File: src/rtl/rv32i_types.sv
// Shared RV32I pipeline types: load/store funct3 encodings and the MEM-stage access FSM states.
package rv32i_types;

    typedef enum logic [2:0] {
        lb  = 3'b000,
        lh  = 3'b001,
        lw  = 3'b010,
        lbu = 3'b100,
        lhu = 3'b101
    } load_funct3_t;

    typedef enum logic [2:0] {
        sb = 3'b000,
        sh = 3'b001,
        sw = 3'b010
    } store_funct3_t;

    typedef enum logic [1:0] {
        IDLE = 2'd0,
        BUSY = 2'd1,
        DONE = 2'd2
    } mem_state_t;

    // Known funct3 and natural alignment; a write is judged by the store encoding only.
    function automatic logic access_legal(input logic is_write, input logic [2:0] f3,
                                          input logic [1:0] off);
        logic ok;
        ok = 1'b0;
        if (is_write) begin
            case (f3)
                sb:      ok = 1'b1;
                sh:      ok = ~off[0];
                sw:      ok = (off == 2'b00);
                default: ok = 1'b0;
            endcase
        end else begin
            case (f3)
                lb, lbu: ok = 1'b1;
                lh, lhu: ok = ~off[0];
                lw:      ok = (off == 2'b00);
                default: ok = 1'b0;
            endcase
        end
        return ok;
    endfunction

endpackage

File: src/rtl/mem_access_unit_load_formatter.sv
// Selects the addressed byte/half of a read word and sign/zero-extends it per load funct3.
module load_formatter
    import rv32i_types::*;
(
    input  logic [2:0]  funct3_i,
    input  logic [1:0]  off_i,
    input  logic [31:0] rdata_i,
    output logic [31:0] data_o
);

    logic [7:0]  byte_sel;
    logic [15:0] half_sel;

    always_comb begin
        byte_sel = rdata_i[{off_i, 3'b000} +: 8];
        half_sel = off_i[1] ? rdata_i[31:16] : rdata_i[15:0];
        case (funct3_i)
            lb:      data_o = {{24{byte_sel[7]}}, byte_sel};
            lh:      data_o = {{16{half_sel[15]}}, half_sel};
            lw:      data_o = rdata_i;
            lbu:     data_o = {24'b0, byte_sel};
            lhu:     data_o = {16'b0, half_sel};
            default: data_o = 32'b0;
        endcase
    end

endmodule

File: src/rtl/mem_access_unit.sv
// MEM-stage data-memory access unit, single outstanding request.
// IDLE: no access | BUSY: request on dmem, waiting for resp | DONE: result/err held until advance_i
module mem_access_unit
    import rv32i_types::*;
#(
    parameter int unsigned TIMEOUT_CYCLES = 0
) (
    input  logic        clk,
    input  logic        rst,
    input  logic        valid_i,
    input  logic        mem_read_i,
    input  logic        mem_write_i,
    input  logic [2:0]  funct3_i,
    input  logic [31:0] addr_i,
    input  logic [31:0] store_data_i,
    input  logic        advance_i,
    output logic        stall_o,
    output logic [31:0] load_data_o,
    output logic        err_o,
    output logic        dmem_read,
    output logic        dmem_write,
    output logic [31:0] dmem_address,
    output logic [31:0] dmem_wdata,
    output logic [3:0]  dmem_byte_enable,
    input  logic [31:0] dmem_rdata,
    input  logic        dmem_resp
);

    mem_state_t  state_q, state_d;
    logic        read_q, read_d;
    logic        write_q, write_d;
    logic [31:0] addr_q, addr_d;
    logic [31:0] wdata_q, wdata_d;
    logic [3:0]  be_q, be_d;
    logic [2:0]  funct3_q, funct3_d;
    logic [1:0]  off_q, off_d;
    logic [31:0] load_q, load_d;
    logic        err_q, err_d;
    logic [31:0] cnt_q, cnt_d;

    logic        op;
    logic [31:0] fmt_data;
    logic [31:0] st_wdata;
    logic [3:0]  st_be;

    load_formatter u_load_formatter (
        .funct3_i (funct3_q),
        .off_i    (off_q),
        .rdata_i  (dmem_rdata),
        .data_o   (fmt_data)
    );

    always_comb begin
        case (funct3_i)
            sb: begin
                st_wdata = {4{store_data_i[7:0]}};
                st_be    = 4'b0001 << addr_i[1:0];
            end
            sh: begin
                st_wdata = {2{store_data_i[15:0]}};
                st_be    = 4'b0011 << addr_i[1:0];
            end
            default: begin
                st_wdata = store_data_i;
                st_be    = 4'b1111;
            end
        endcase
    end

    assign op = valid_i & (mem_read_i | mem_write_i);

    always_comb begin
        state_d  = state_q;
        read_d   = read_q;
        write_d  = write_q;
        addr_d   = addr_q;
        wdata_d  = wdata_q;
        be_d     = be_q;
        funct3_d = funct3_q;
        off_d    = off_q;
        load_d   = load_q;
        err_d    = err_q;
        cnt_d    = cnt_q;
        stall_o  = 1'b0;

        case (state_q)
            IDLE: begin
                if (op) begin
                    stall_o = 1'b1;
                    if (access_legal(mem_write_i, funct3_i, addr_i[1:0])) begin
                        state_d  = BUSY;
                        write_d  = mem_write_i;
                        read_d   = ~mem_write_i;
                        addr_d   = {addr_i[31:2], 2'b00};
                        off_d    = addr_i[1:0];
                        funct3_d = funct3_i;
                        wdata_d  = mem_write_i ? st_wdata : 32'b0;
                        be_d     = mem_write_i ? st_be : 4'b1111;
                        cnt_d    = 32'b0;
                    end else begin
                        state_d = DONE;
                        err_d   = 1'b1;
                        load_d  = 32'b0;
                    end
                end
            end
            BUSY: begin
                stall_o = 1'b1;
                if (dmem_resp) begin
                    state_d = DONE;
                    read_d  = 1'b0;
                    write_d = 1'b0;
                    load_d  = write_q ? 32'b0 : fmt_data;
                    err_d   = 1'b0;
                end else if ((TIMEOUT_CYCLES != 0) && (cnt_q == 32'(TIMEOUT_CYCLES - 1))) begin
                    state_d = DONE;
                    read_d  = 1'b0;
                    write_d = 1'b0;
                    load_d  = 32'b0;
                    err_d   = 1'b1;
                end else begin
                    cnt_d = cnt_q + 32'd1;
                end
            end
            DONE: begin
                if (advance_i) begin
                    state_d = IDLE;
                    err_d   = 1'b0;
                end
            end
            default: state_d = IDLE;
        endcase
    end

    always_ff @(posedge clk) begin
        if (rst) begin
            state_q  <= IDLE;
            read_q   <= 1'b0;
            write_q  <= 1'b0;
            addr_q   <= 32'b0;
            wdata_q  <= 32'b0;
            be_q     <= 4'b0;
            funct3_q <= 3'b0;
            off_q    <= 2'b0;
            load_q   <= 32'b0;
            err_q    <= 1'b0;
            cnt_q    <= 32'b0;
        end else begin
            state_q  <= state_d;
            read_q   <= read_d;
            write_q  <= write_d;
            addr_q   <= addr_d;
            wdata_q  <= wdata_d;
            be_q     <= be_d;
            funct3_q <= funct3_d;
            off_q    <= off_d;
            load_q   <= load_d;
            err_q    <= err_d;
            cnt_q    <= cnt_d;
        end
    end

    assign load_data_o      = load_q;
    assign err_o            = err_q;
    assign dmem_read        = read_q;
    assign dmem_write       = write_q;
    assign dmem_address     = addr_q;
    assign dmem_wdata       = wdata_q;
    assign dmem_byte_enable = be_q;

endmodule

File: config.mk
export PLATFORM = sky130hd
export DESIGN_NAME = mem_access_unit
export DESIGN_NICKNAME = d
export VERILOG_FILES = /design/src/rtl/rv32i_types.sv /design/src/rtl/mem_access_unit_load_formatter.sv /design/src/rtl/mem_access_unit.sv
export SDC_FILE = /design/constraint.sdc
export NUM_CORES = 1
export LEC_CHECK = 0
export ABC_AREA = 1
export BUFFER_PORTS_ARGS = -buffer_cell sky130_fd_sc_hd__buf_2
export CAP_MARGIN = 20
export CELL_PAD_IN_SITES_DETAIL_PLACEMENT = 1
export CELL_PAD_IN_SITES_GLOBAL_PLACEMENT = 1
export CORE_UTILIZATION = 37
export CTS_BUF_LIST = sky130_fd_sc_hd__clkbuf_8
export DETAILED_ROUTE_END_ITERATION = 8
export PLACE_DENSITY = 0.95
export SKIP_LAST_GASP = 1
export SYNTH_ARGS = -nofsm -noshare
export SYNTH_HDL_FRONTEND = slang
export SYNTH_SLANG_ARGS = --single-unit
File: constraint.sdc
create_clock -name clk -period 4.5 [get_ports clk]
set_clock_uncertainty 0.1 [all_clocks]
set_input_delay 0.225 -clock clk [delete_from_list [all_inputs] [get_ports clk]]
set_output_delay 0.225 -clock clk [all_outputs]
set_load 0.1 [all_outputs]
[Word level (Yosys, flattened, before mapping)]
Cells that the tools add are included.
W data, S select, Z words.
Word-level totals
  register bits after elaboration: 108
  input bits: 106
Cells by class
  equality and inequality tests: 15
  shift-type cells: 3
  mux-type cells: 34
  bitwise logic cells: 4
  reduce and logical (&&, ||, !) cells: 13
Operators by type and width (count)
  $mux W32: 5
  $pmux W32 S5: 1
  $pmux W32 S2: 2
  $shiftx A32 B6 Y8: 1
  $mux W16: 1
  $eq A3 B3 Y1 const B: 4
  $mux W1: 12
  $ne A2 B2 Y1 const B: 5
  $pmux W1 S3: 3
  $mux W2: 4
  $pmux W4 S2: 1
  $reduce_and A4 Y1: 2
  $eq A3 B1 Y1 const B: 2
  $eq A3 B2 Y1 const B: 2
  $logic_not A3 Y1: 2
  $pmux W1 S2: 3
  $pmux W2 S3: 1
  $reduce_and A3 Y1: 2
  $reduce_and A5 Y1: 1
  $logic_not A2 Y1: 2
  $mux W4: 1
  $reduce_or A2 Y1: 2
  $shl A1 B2 Y4 const A: 1
  $shl A2 B2 Y4 const A: 1
  other kinds (7): 8

[Longest topological paths before layout]
Gate-level depths: netlist of run 1.
  depth after elaboration: 9
  mapped depth: 13

[Cells and area by module]
From an unflattened synthesis of run 1, not the netlist that was laid out.
Second synthesis, totals
  cells, all modules: 900
  area total of the unflattened synthesis: 5650.4 um2
By module, submodules not included
  mem_access_unit: instances 1, cells each 693, area each 4750.8 um2, sequential area each 2162.1 um2
  load_formatter: instances 1, cells each 207, area each 899.6 um2, sequential area each 0.0 um2

[Worst setup path after synthesis of run 1]
No wires, ideal clock.
  path type: flip-flop to output port
  start point: register state_q[1]
  end point: output stall_o
  arrival time: 2.764 ns
  data required time: 4.175 ns
  slack: 1.411 ns
  stages on the path, launching flop included: 5
  path buffers: 0
  cells stage by stage: dfxtp_1 -> inv_1 -> ha_1 -> inv_1 -> o21ai_0
Between the ends
  cells in the longest elaborated chain, start to end: 2
RTL lines
  start: declaration: line mem_access_unit.sv:29  | mem_state_t state_q, state_d;
  start signal: assignment: line mem_access_unit.sv:149  | state_q <= state_d;
  $eq A2 B1 Y1 or $logic_not A2 Y1 (tied branches): line mem_access_unit.sv:86  | case (state_q)
  $pmux W1 S2 *: line mem_access_unit.sv:86
  end: declaration: line mem_access_unit.sv:17  | output logic stall_o,
Every way passes the cells marked *; elsewhere a longest branch is shown, timed or not.

[Worst setup path in the final report of run 1]
  start point: register state_q[1]
  end point: register addr_q[6], in the netlist dmem_address[6]
Between the ends
  cells in the longest elaborated chain, start to end: 2
RTL lines
  $logic_not A2 Y1: line mem_access_unit.sv:86
  $reduce_and A3 Y1 (no line)
  end signal: assignment: line mem_access_unit.sv:152  | addr_q <= addr_d;
  end: declaration: line mem_access_unit.sv:32  | logic [31:0] addr_q, addr_d;
Every way passes these cells.
A chain may end at the register's enable or synchronous reset.

==> results of run 1 <==
-- flip-flops by register name, indices dropped and copies added (netlist names) --
register and count:
err_o 1, dmem_address 30, off_q 2, dmem_read 1, dmem_wdata 32, dmem_write 1
load_data_o 32, dmem_byte_enable 4, funct3_q 3, state_q 2
-- where the power goes --
part | internal [mW] | total [mW] | switching (mW)
Sequential | 1.18 | 1.31 | 0.136
Combinational | 0.531 | 2.91 | 2.38
Clock | 0.215 | 0.614 | 0.398
-- routing by layer --
| metal | global-route usage (%) | up-vias |
|---|---|---|
| li1 | - | 3025 |
| met1 | 30.63 | 2893 |
| met2 | 48.00 | 239 |
| met3 | 7.435 | 56 |
| met4 | 13.41 | 0 |
| met5 | 0 | - |
-- cell usage after synthesis, types with 4 or more instances --
cell type | count | share of area [%]
nand2_1 | 326 | 23
nor2_1 | 135 | 9.4
dfxtp_1 | 108 | 40
a21oi_1 | 77 | 7.2
nand3_1 | 46 | 4.3
inv_1 | 29 | 2.0
o21ai_0 | 18 | 1.7
buf_2 | 15 | 1.4
clkbuf_1 | 13 | 0.91
buf_4 | 12 | 1.7
o21bai_1 | 10 | 1.4
buf_6 | 9 | 1.9
o211ai_1 | 7 | 0.98
inv_2 | 4 | 0.28
nand2_2 | 4 | 0.47
-- worst max-delay path by stage --
stage	from	endpoint	slack, ps	depth (start not counted)
6_report	state_q[1]$_SDFFE_PP0P_	dmem_address[6]$_SDFFE_PP0P_	1960	9
5_1_grt	off_q[1]$_SDFFE_PP0P_	load_data_o[15]$_SDFFE_PP0P_	1720	11
4_1_cts	off_q[1]$_SDFFE_PP0P_	load_data_o[17]$_SDFFE_PP0P_	1980	11
3_5_place_dp	off_q[1]$_SDFFE_PP0P_	load_data_o[17]$_SDFFE_PP0P_	1970	11
3_3_place_gp	off_q[1]$_SDFFE_PP0P_	load_data_o[18]$_SDFFE_PP0P_	2010	11
2_1_floorplan	state_q[1]$_SDFFE_PP0P_	stall_o	1410	4
-- kinds of logic after synthesis --
logic type | after synthesis
AND/OR/NAND/NOR | 523
adder cells (fa/ha/maj) | 3
other | 1
buffers and inverters | 85
flip-flops | 108
AO/OA/AOI/OAI | 115
-- critical path, stage by stage, from the launching register on --
cell and delay [ps]:
dfxtp_1 340, inv_1 100, ha_1 230, inv_1 90, nor2_1 140, nand3_2 110, inv_2 480, buf_4 430
nand2_1 130, a21oi_1 270
-- metrics by stage --
step	hold slack (ps)	cell area (µm²)
after detailed placement	353.8	6371
after CTS	13.88	6865
after global placement	349.1	6344
final	33.13	6865
after floorplan	267.7	5371
after global routing	36.83	6865
-- layout make-up --
| cell class | count | area, µm² |
|---|---|---|
| clock inverter | 7 | 70.07 |
| multi-input combinational | 643 | 2756 |
| inverter | 35 | 133.9 |
| clock buffer | 9 | 123.9 |
| sequential | 108 | 2162 |
| timing repair buffer | 242 | 1394 |
| tap | 180 | 225.2 |
| fill | 1905 | 7177 |
-- repair_timing --
action / CTS / global route
hold buffers: 30 / 0
resized for setup: 0 / 0
endpoints found under the hold margin: 30 / 0
==> results.toml, run 1 <==
[synth]
synthFlopType = "dfxtp_1"
yosys_warnings = 0
yosys.area_share.simple_pct = 38.86
synth_cells = 835
synth_xor_area_share_pct = 0
synth_edf_count = 0
synth_area_um2 = 5368
synth_mux_area_share_pct = 0
synthAdderAreaFrac_pct = 0.6993
synth_top_family_by_area = "simple AND/OR/NAND/NOR gates"
synth-compound-area-share_pct = 11.66
ys_types = 30
ys_ff_latch = 108
avgSynthCellArea_um2 = 6.428
ys_seq_area_share_pct = 40.28
async_flop_share_pct = 0

[critical_path]
rr_endpoint = "dmem_address[6]$_SDFFE_PP0P_"
worstPathRequired_ps = 4700
r2r.worst_path.cells = 9
r2r_start = "state_q[1]$_SDFFE_PP0P_"
crit_type = "register to register"
cp.arrival_ps = 2740
endpoint_kind = "register"
cp-start-kind = "register"
ff2ff_setup_slack_ps = 1960
crit_fanout = 35

[finish]
antennaDiodeCount = 0
final_common_cell = "nand2_1"
final_cell_mix = "nand2_1, buf_2, nor2_1"
nets = 1148
area_growth_pct = 27.90
fin_util_pct = 48.89
layout-drive-gt1-share_pct = 23.47
finalNonFillerCells = 1224

[timing]
rsz0062_at_grt = "false"
drv_slew = 0
setup_ws_ps = 1965
hold_viol = 0
fin_crit_ps = 2535
slew_headroom_pct = 31.01
worst_pin_slew_ps = 1032
fmax_ghz = 0.3944
finalCritPeriodShare_pct = 56.34
fin_setup_tns_ps = 0
finalSetupViolCount = 0

[pwr]
p_leak_nw = 3.318
peakVddDrop_v = 0.0002663
p_total_mw = 4.834
powerDensity_nw_per_um2 = 704.0

[placed_design]
gp_congestion = 0.8187
hpwlAfterDp_mm = 13.10
port_buffers = 207
dp_cells = 1178
place_ws_ps = 1971

[grt]
grt_pass1_wl_mm = 31.94
grt_start_max_net_pins = 77
grt-ovfl-total = 0
antenna_found_initial = 0
grt_pass1_vias = 6455
grt.total_usage_pct = 27.47

[route]
wl_met1_mm = 8.067
via_count = 6213
wl_met3_mm = 1.627
routed-wl-met2_mm = 9.865
routed_wirelength_mm = 20.32
highest_layer = "met4"
drt_iter0_markers = 334
vias_per_cell = 5.076
drt_pass1_iterations = 4
route.detailed.drc = 0
ant_nets = 0
avgRoutedWirePerCell_um = 16.60

[floorplan]
start_util_pct = 38.23
num_rows = 43
core_um2 = 14040
die_h_um = 122.4
ioPinCount = 210
die_w_um = 122.4
dieArea_um2 = 14990

[cts]
clock_path_buffers = 2
cts-htree-levels = 3
post-cts-setup-buffers = 0
path_clk_slew_ps = 120
cts_sinks = 108
cts_inserted_buffers = 9
clk_latency_ps = 390
cts_tree = "built"
cts-root-buf = "clkbuf_8"

[job]
drv_cap = 0

[outcome]
status = "finished clean"

[worst_hold_path]
min_from = "store_data_i[1]"
whs_path_depth = 3
hold_path_end = "dmem_wdata[1]$_SDFFE_PP0P_"
hp-class = "input port to register"
No activity file was read; power rests on OpenSTA's default activity.
==> run 2: changes to the inputs <==
--- a/config.mk
+++ b/config.mk
@@ -10,10 +10,10 @@
 export CAP_MARGIN = 20
 export CELL_PAD_IN_SITES_DETAIL_PLACEMENT = 1
 export CELL_PAD_IN_SITES_GLOBAL_PLACEMENT = 1
-export CORE_UTILIZATION = 37
+export CORE_UTILIZATION = 34
 export CTS_BUF_LIST = sky130_fd_sc_hd__clkbuf_8
 export DETAILED_ROUTE_END_ITERATION = 8
-export PLACE_DENSITY = 0.95
+export PLACE_DENSITY = 0.92
 export SKIP_LAST_GASP = 1
 export SYNTH_ARGS = -nofsm -noshare
 export SYNTH_HDL_FRONTEND = slang
==> constraint.sdc (replaced) <==
create_clock -name clk -period 2.4 [get_ports clk]
set_clock_uncertainty 0.1 [all_clocks]
set_input_delay 0.12 -clock clk [delete_from_list [all_inputs] [get_ports clk]]
set_output_delay 0.12 -clock clk [all_outputs]
set_load 0.1 [all_outputs]
==> run 2 against run 1 <==
  * Worst hold slack worse by 30 ps
  * Critical path depth unchanged
  * Routed wire length increased by 3.4%
  * Register-to-register slack got worse by 1700 ps
  * First-iteration DRC count down 25%
  * Fmax up 18%
  * Worst setup slack worse by 1700 ps
  * Via count up 3.4%
  * Critical path type unchanged
  * Highest routed layer is now met5
==> results.toml, run 2 (synthesized netlist as in run 1, its figures left out) <==
[pwr]
peakVddDrop_v = 0.0006129
p_leak_nw = 3.469
p_total_mw = 9.273
powerDensity_nw_per_um2 = 1284

[critical_path]
crit_chain = "inv_1 -> ha_1 -> inv_1 -> nor2_1 -> nand3_2 -> inv_2 -> buf_12 -> nand3_1 -> a21oi_1"
ff2ff_setup_slack_ps = 260
crit_fanout = 53
cp.arrival_ps = 2370
rr_endpoint = "dmem_wdata[0]$_SDFFE_PP0P_"
critPathMostFrequentCell = "inv_1"
cp_slowest_cell = "dfxtp_1"
worstPathRequired_ps = 2620
cp-start-kind = "register"
max_stage_delay_ps = 350
endpoint_kind = "register"
r2r_start = "state_q[0]$_SDFFE_PP0P_"
r2r.worst_path.cells = 9
crit_type = "register to register"

[grt]
grt_pass1_wl_mm = 33.15
antenna_found_initial = 1
grt-ovfl-total = 0
grt.total_usage_pct = 26.12
grt_pass1_vias = 6573
grt_start_max_net_pins = 77

[cts]
clk_latency_ps = 400
cts_inserted_buffers = 9
cts-htree-levels = 3
clock_path_buffers = 2
cts-root-buf = "clkbuf_8"
cts_tree = "built"
cts_sinks = 108
path_clk_slew_ps = 120

[timing]
fmax_ghz = 0.4663
drv_slew = 0
finalHoldWorstSlack_ps = 3.433
fin_setup_tns_ps = 0
finalCritPeriodShare_pct = 89.35
slew_headroom_pct = 49.22
finalSetupViolCount = 0
hold_viol = 0
rsz0062_at_grt = "false"
worst_pin_slew_ps = 761.8
fin_crit_ps = 2144

[route]
routed_wirelength_mm = 21.02
drt_iter0_markers = 252
avgRoutedWirePerCell_um = 16.35
route.detailed.drc = 0
via_count = 6427
ant_nets = 0
vias_per_cell = 5.002
drt_pass1_iterations = 5

[floorplan]
start_util_pct = 35.05
core_um2 = 15310
ioPinCount = 210
dieArea_um2 = 16290
die_w_um = 127.6
num_rows = 45
die_h_um = 127.6

[placed_design]
hpwlAfterDp_mm = 13.31
port_buffers = 207
gp_congestion = 0.8666

[finish]
area_growth_pct = 34.52
final_common_cell = "nand2_1"
nets = 1178
num-fill-cells = 2106
layout-drive-gt1-share_pct = 23.65
fin_util_pct = 47.15
antennaDiodeCount = 0
final_cell_mix = "nand2_1, buf_2, nor2_1"

[worst_hold_path]
min_from = "store_data_i[29]"
whs_path_depth = 5
hold_path_end = "dmem_wdata[29]$_SDFFE_PP0P_"
hp-class = "input port to register"

[job]
drv_cap = 0

[outcome]
status = "finished clean"
[run 2: changes by cell type in the layout (fill, tap and decap cells not counted), moves of 2 or more]
cell	delta
buf_12	+3
clkinv_4	-2
buf_4	+7
dlygate4sd3_1	+21
clkinv_8	+2
[run 2: worst max-delay path: cells and delay by family (launching register included)]
kind                     cells  cell delay [ps]
flip-flops                   1              350
AO/OA/AOI/OAI                1              190
AND/OR/NAND/NOR              3              420
buffers and inverters        4              720
adder cells (fa/ha/maj)      1              250
[run 2: worst max-delay path by stage]
stage | from | endpoint | slack, ps | depth (start not counted)
6_report | state_q[0]$_SDFFE_PP0P_ | dmem_wdata[0]$_SDFFE_PP0P_ | 260 | 9
5_1_grt | state_q[1]$_SDFFE_PP0P_ | dmem_wdata[0]$_SDFFE_PP0P_ | 120 | 9
4_1_cts | state_q[1]$_SDFFE_PP0P_ | stall_o | 360 | 5
3_5_place_dp | state_q[1]$_SDFFE_PP0P_ | dmem_wdata[5]$_SDFFE_PP0P_ | 410 | 9
3_3_place_gp | state_q[1]$_SDFFE_PP0P_ | load_data_o[18]$_SDFFE_PP0P_ | 460 | 11
2_1_floorplan | state_q[1]$_SDFFE_PP0P_ | stall_o | 170 | 4
[run 2: repair_timing]
action	in CTS	in global routing
resized for setup	0	0
setup buffers	0	0
hold endpoints to repair	51	0
hold buffers	51	0
[run 2: per-stage QoR]
stage               instances  cell area [µm²]  worst slack (ps)
floorplan                 836             5371             174.3
global placement         1218             6495             461.7
detailed placement       1218             6495             405.7
CTS                      1285             7221             357.2
global route             1285             7221             122.9
finish                   1285             7221             255.5
[run 2: cell type report]
class                   instances  area (µm²)  share of cell area [%]
repair buffers                272        1689                   23.39
flip-flops and latches        108        2162                   29.94
multi-input cells             643        2756                   38.17
clock buffers                   9       123.9                   1.715
clock inverters                 7       91.34                   1.265
well taps                     211       264.0                   3.656
inverters                      35       133.9                   1.854
[run 2: layer usage]
layer  share of wire [%]  GRT usage, %  wire (µm)
met1                  40         28.59       8347
met2                  49         47.44      10390
met3                 7.5         6.323       1566
met4                 3.3         12.18        694
met5               0.062             0         13
[run 2: report_power, final]
| group | internal [mW] | switching (mW) | total [mW] | leakage, nW |
|---|---|---|---|---|
| clock network | 0.427 | 0.776 | 1.20 | 0.106 |
| registers | 2.21 | 0.234 | 2.44 | 0.880 |
| logic | 1.10 | 4.53 | 5.63 | 2.48 |
==> run 3: changes to the inputs <==
--- a/config.mk
+++ b/config.mk
@@ -6,15 +6,16 @@
 export NUM_CORES = 1
 export LEC_CHECK = 0
 export ABC_AREA = 1
-export BUFFER_PORTS_ARGS = -buffer_cell sky130_fd_sc_hd__buf_2
+export BUFFER_PORTS_ARGS = -buffer_cell sky130_fd_sc_hd__buf_4
 export CAP_MARGIN = 20
 export CELL_PAD_IN_SITES_DETAIL_PLACEMENT = 1
 export CELL_PAD_IN_SITES_GLOBAL_PLACEMENT = 1
 export CORE_UTILIZATION = 34
 export CTS_BUF_LIST = sky130_fd_sc_hd__clkbuf_8
 export DETAILED_ROUTE_END_ITERATION = 8
-export PLACE_DENSITY = 0.92
+export PLACE_DENSITY = 0.91
 export SKIP_LAST_GASP = 1
 export SYNTH_ARGS = -nofsm -noshare
 export SYNTH_HDL_FRONTEND = slang
+export SYNTH_HIERARCHICAL = 1
 export SYNTH_SLANG_ARGS = --single-unit
==> run 3 against run 2 <==
  * Fmax increased by 3.4%
  * Combinational power increased by 9.4%
  * Worst hold slack improved by 6.5 ps
==> results.toml, run 3 <==
[critical_path]
cp.arrival_ps = 2310
max_stage_delay_ps = 620
ff2ff_setup_slack_ps = 330
critPathMostFrequentCell = "nand2_1"
crit_end = "load_data_o[17]$_SDFFE_PP0P_"
worstPathRequired_ps = 2640
r2r_start = "off_q[1]$_SDFFE_PP0P_"
crit_fanout = 24
r2r.worst_path.cells = 10
critPathBufInv = 1
crit_family = "simple AND/OR/NAND/NOR gates"
crit_chain = "inv_4 -> nand2_4 -> nand3_1 -> nand2_1 -> nand2_2 -> nand2_1 -> nand2_1 -> nand3_1 -> nand2_1 -> nor2_1"
crit_type = "register to register"
cp_slowest_cell = "dfxtp_1"
cp-start-kind = "register"
cp.depth = 10
endpoint_kind = "register"
cp-startpoint = "off_q[1]$_SDFFE_PP0P_"
rr_endpoint = "load_data_o[17]$_SDFFE_PP0P_"

[finish]
area_growth_pct = 41.08
antennaDiodeCount = 0
nets = 1237
final_cell_mix = "nor2_1, buf_4, nand2_1"
layout-drive-gt1-share_pct = 23.74
num-fill-cells = 2132
final_common_cell = "nor2_1"

[cts]
cts_hold_buf = 50
clock_path_buffers = 2
cts_tree = "built"
cts-htree-levels = 3
cts_inserted_buffers = 9
cts-root-buf = "clkbuf_8"
cts_resized = 0
clk_latency_ps = 400
path_clk_slew_ps = 140
post-cts-setup-buffers = 0
cts_sinks = 108

[job]
drv_cap = 0

[worst_hold_path]
hp-class = "input port to register"

[placed_design]
hpwlAfterDp_mm = 14.57
gp_congestion = 0.8742
port_buffers = 207
place_ws_ps = 396.3

[pwr]
p_int_mw = 4.024
p_comb_share_pct = 62.7
switching_share_pct = 59.07
peakVddDrop_v = 0.0009070
pwr-share-seq_pct = 25.2
p_leak_nw = 3.892
p_switching_mw = 5.807
clkPwrFrac_pct = 12.1
p_total_mw = 9.831
powerDensity_nw_per_um2 = 1233

[grt]
grt_pass1_vias = 6889
grt-ovfl-total = 0
grt_pass1_wl_mm = 34.85
grt_start_max_net_pins = 68
grt.total_usage_pct = 26.64
antenna_found_initial = 0

[timing]
fmax_ghz = 0.4822
finalSetupViolCount = 0
slew_headroom_pct = 58.52
rsz0062_at_grt = "false"
finalCritPeriodShare_pct = 86.41
fin_setup_tns_ps = 0
hold_viol = 0
worst_pin_slew_ps = 622.1
setup_ws_ps = 326.1
drv_slew = 0
finalHoldWorstSlack_ps = 9.975
fin_crit_ps = 2074

[synth]
yosys_warnings = 6
synth_top_area_share_pct = 38.26
synthFlopType = "dfxtp_1"
synth_cells = 900
ys_types = 28
avgSynthCellArea_um2 = 6.278
synth_area_um2 = 5650
synth_area_leaders = "dfxtp_1, nor2_1, nand2_1"
ys_ff_latch = 108
async_flop_share_pct = 0
synth_common_cells = "nor2_1, nand2_1, dfxtp_1, nand3_1, inv_1"
synth_edf_count = 0
yosysTopAreaCell = "dfxtp_1"
synthMostInstantiatedCell = "nor2_1"
ys_seq_area_share_pct = 38.26

[floorplan]
dieArea_um2 = 17140
die_w_um = 130.9
die_h_um = 130.9
start_util_pct = 35.19
num_rows = 46
core_um2 = 16060
ioPinCount = 210

[route]
ant_nets = 0
avgRoutedWirePerCell_um = 16.66
via_count = 6638
drt_iter0_markers = 394
routed_wirelength_mm = 22.48
vias_per_cell = 4.921
route.detailed.drc = 0
drt_pass1_iterations = 5

[outcome]
status = "finished clean"
run 3: cell families (layout without fill, tap and decap cells):
logic type / Yosys count / after routing / share of synthesized area, %
simple gates: 559 / 559 / 41.05
buf+inv: 124 / 356 / 10.52
flops: 108 / 108 / 38.26
compound gates: 105 / 105 / 9.433
fa+ha+maj: 3 / 3 / 0.6644
other cells: 1 / 2 / 0.06637
run 3: worst reg2reg max path, stage by stage, from the launching register on:
cell and delay (ps):
dfxtp_1 620, inv_4 200, nand2_4 130, nand3_1 60, nand2_1 100, nand2_2 280
nand2_1 170, nand2_1 60, nand3_1 80, nand2_1 70, nor2_1 140
run 3: metal layers:
layer / wire (µm) / vias up / GRT usage (%) / share of wire, %
met5: 0 / - / 0 / 0
met4: 816 / 0 / 12.98 / 3.6
met3: 1400 / 56 / 5.863 / 6.2
met2: 11100 / 223 / 46.75 / 49
met1: 9159 / 3116 / 30.57 / 41
li1: - / 3243 / - / -
run 3: how the worst min path moves through the flow:
stage          slack [ps]             start  depth (start not counted)                            end
2_1_floorplan         180   store_data_i[6]                          2     dmem_wdata[6]$_SDFFE_PP0P_
4_1_cts                 1  store_data_i[12]                          4    dmem_wdata[12]$_SDFFE_PP0P_
5_1_grt                20  store_data_i[12]                          4    dmem_wdata[12]$_SDFFE_PP0P_
3_5_place_dp          280        addr_i[15]                          3  dmem_address[15]$_SDFFE_PP0P_
3_3_place_gp          270         addr_i[3]                          3   dmem_address[3]$_SDFFE_PP0P_
6_report               10  store_data_i[19]                          5    dmem_wdata[19]$_SDFFE_PP0P_
run 3: power groups by stage:
stage / sequential [mW] / combinational (mW) / clock, mW
5_1_grt: 2.53 / 6.61 / 1.28
6_report: 2.48 / 6.16 / 1.19
3_5_place_dp: 2.52 / 6.07 / 0
3_3_place_gp: 2.50 / 5.97 / 0
4_1_cts: 2.47 / 6.15 / 1.20
2_1_floorplan: 5.32 / 1.94 / 0
run 3: per-stage QoR:
step           cell area, µm²  util, %  instances
2_1_floorplan            5654        -        901
3_5_place_dp             7268    45.26       1283
3_3_place_gp             7268    45.26       1283
6_report                 7971    49.64       1349
5_1_grt                  7971    49.64       1349
4_1_cts                  7971    49.64       1349
run 3: cell type report:
| cell class | instances | area, µm² | share of cell area [%] |
|---|---|---|---|
| clock buffer | 9 | 123.9 | 1.554 |
| clock inverter | 7 | 78.83 | 0.9889 |
| inverter | 71 | 269.0 | 3.375 |
| multi-input combinational | 669 | 2898 | 36.35 |
| sequential | 108 | 2162 | 27.12 |
| tap | 216 | 270.3 | 3.390 |
| timing repair buffer | 269 | 2170 | 27.22 |
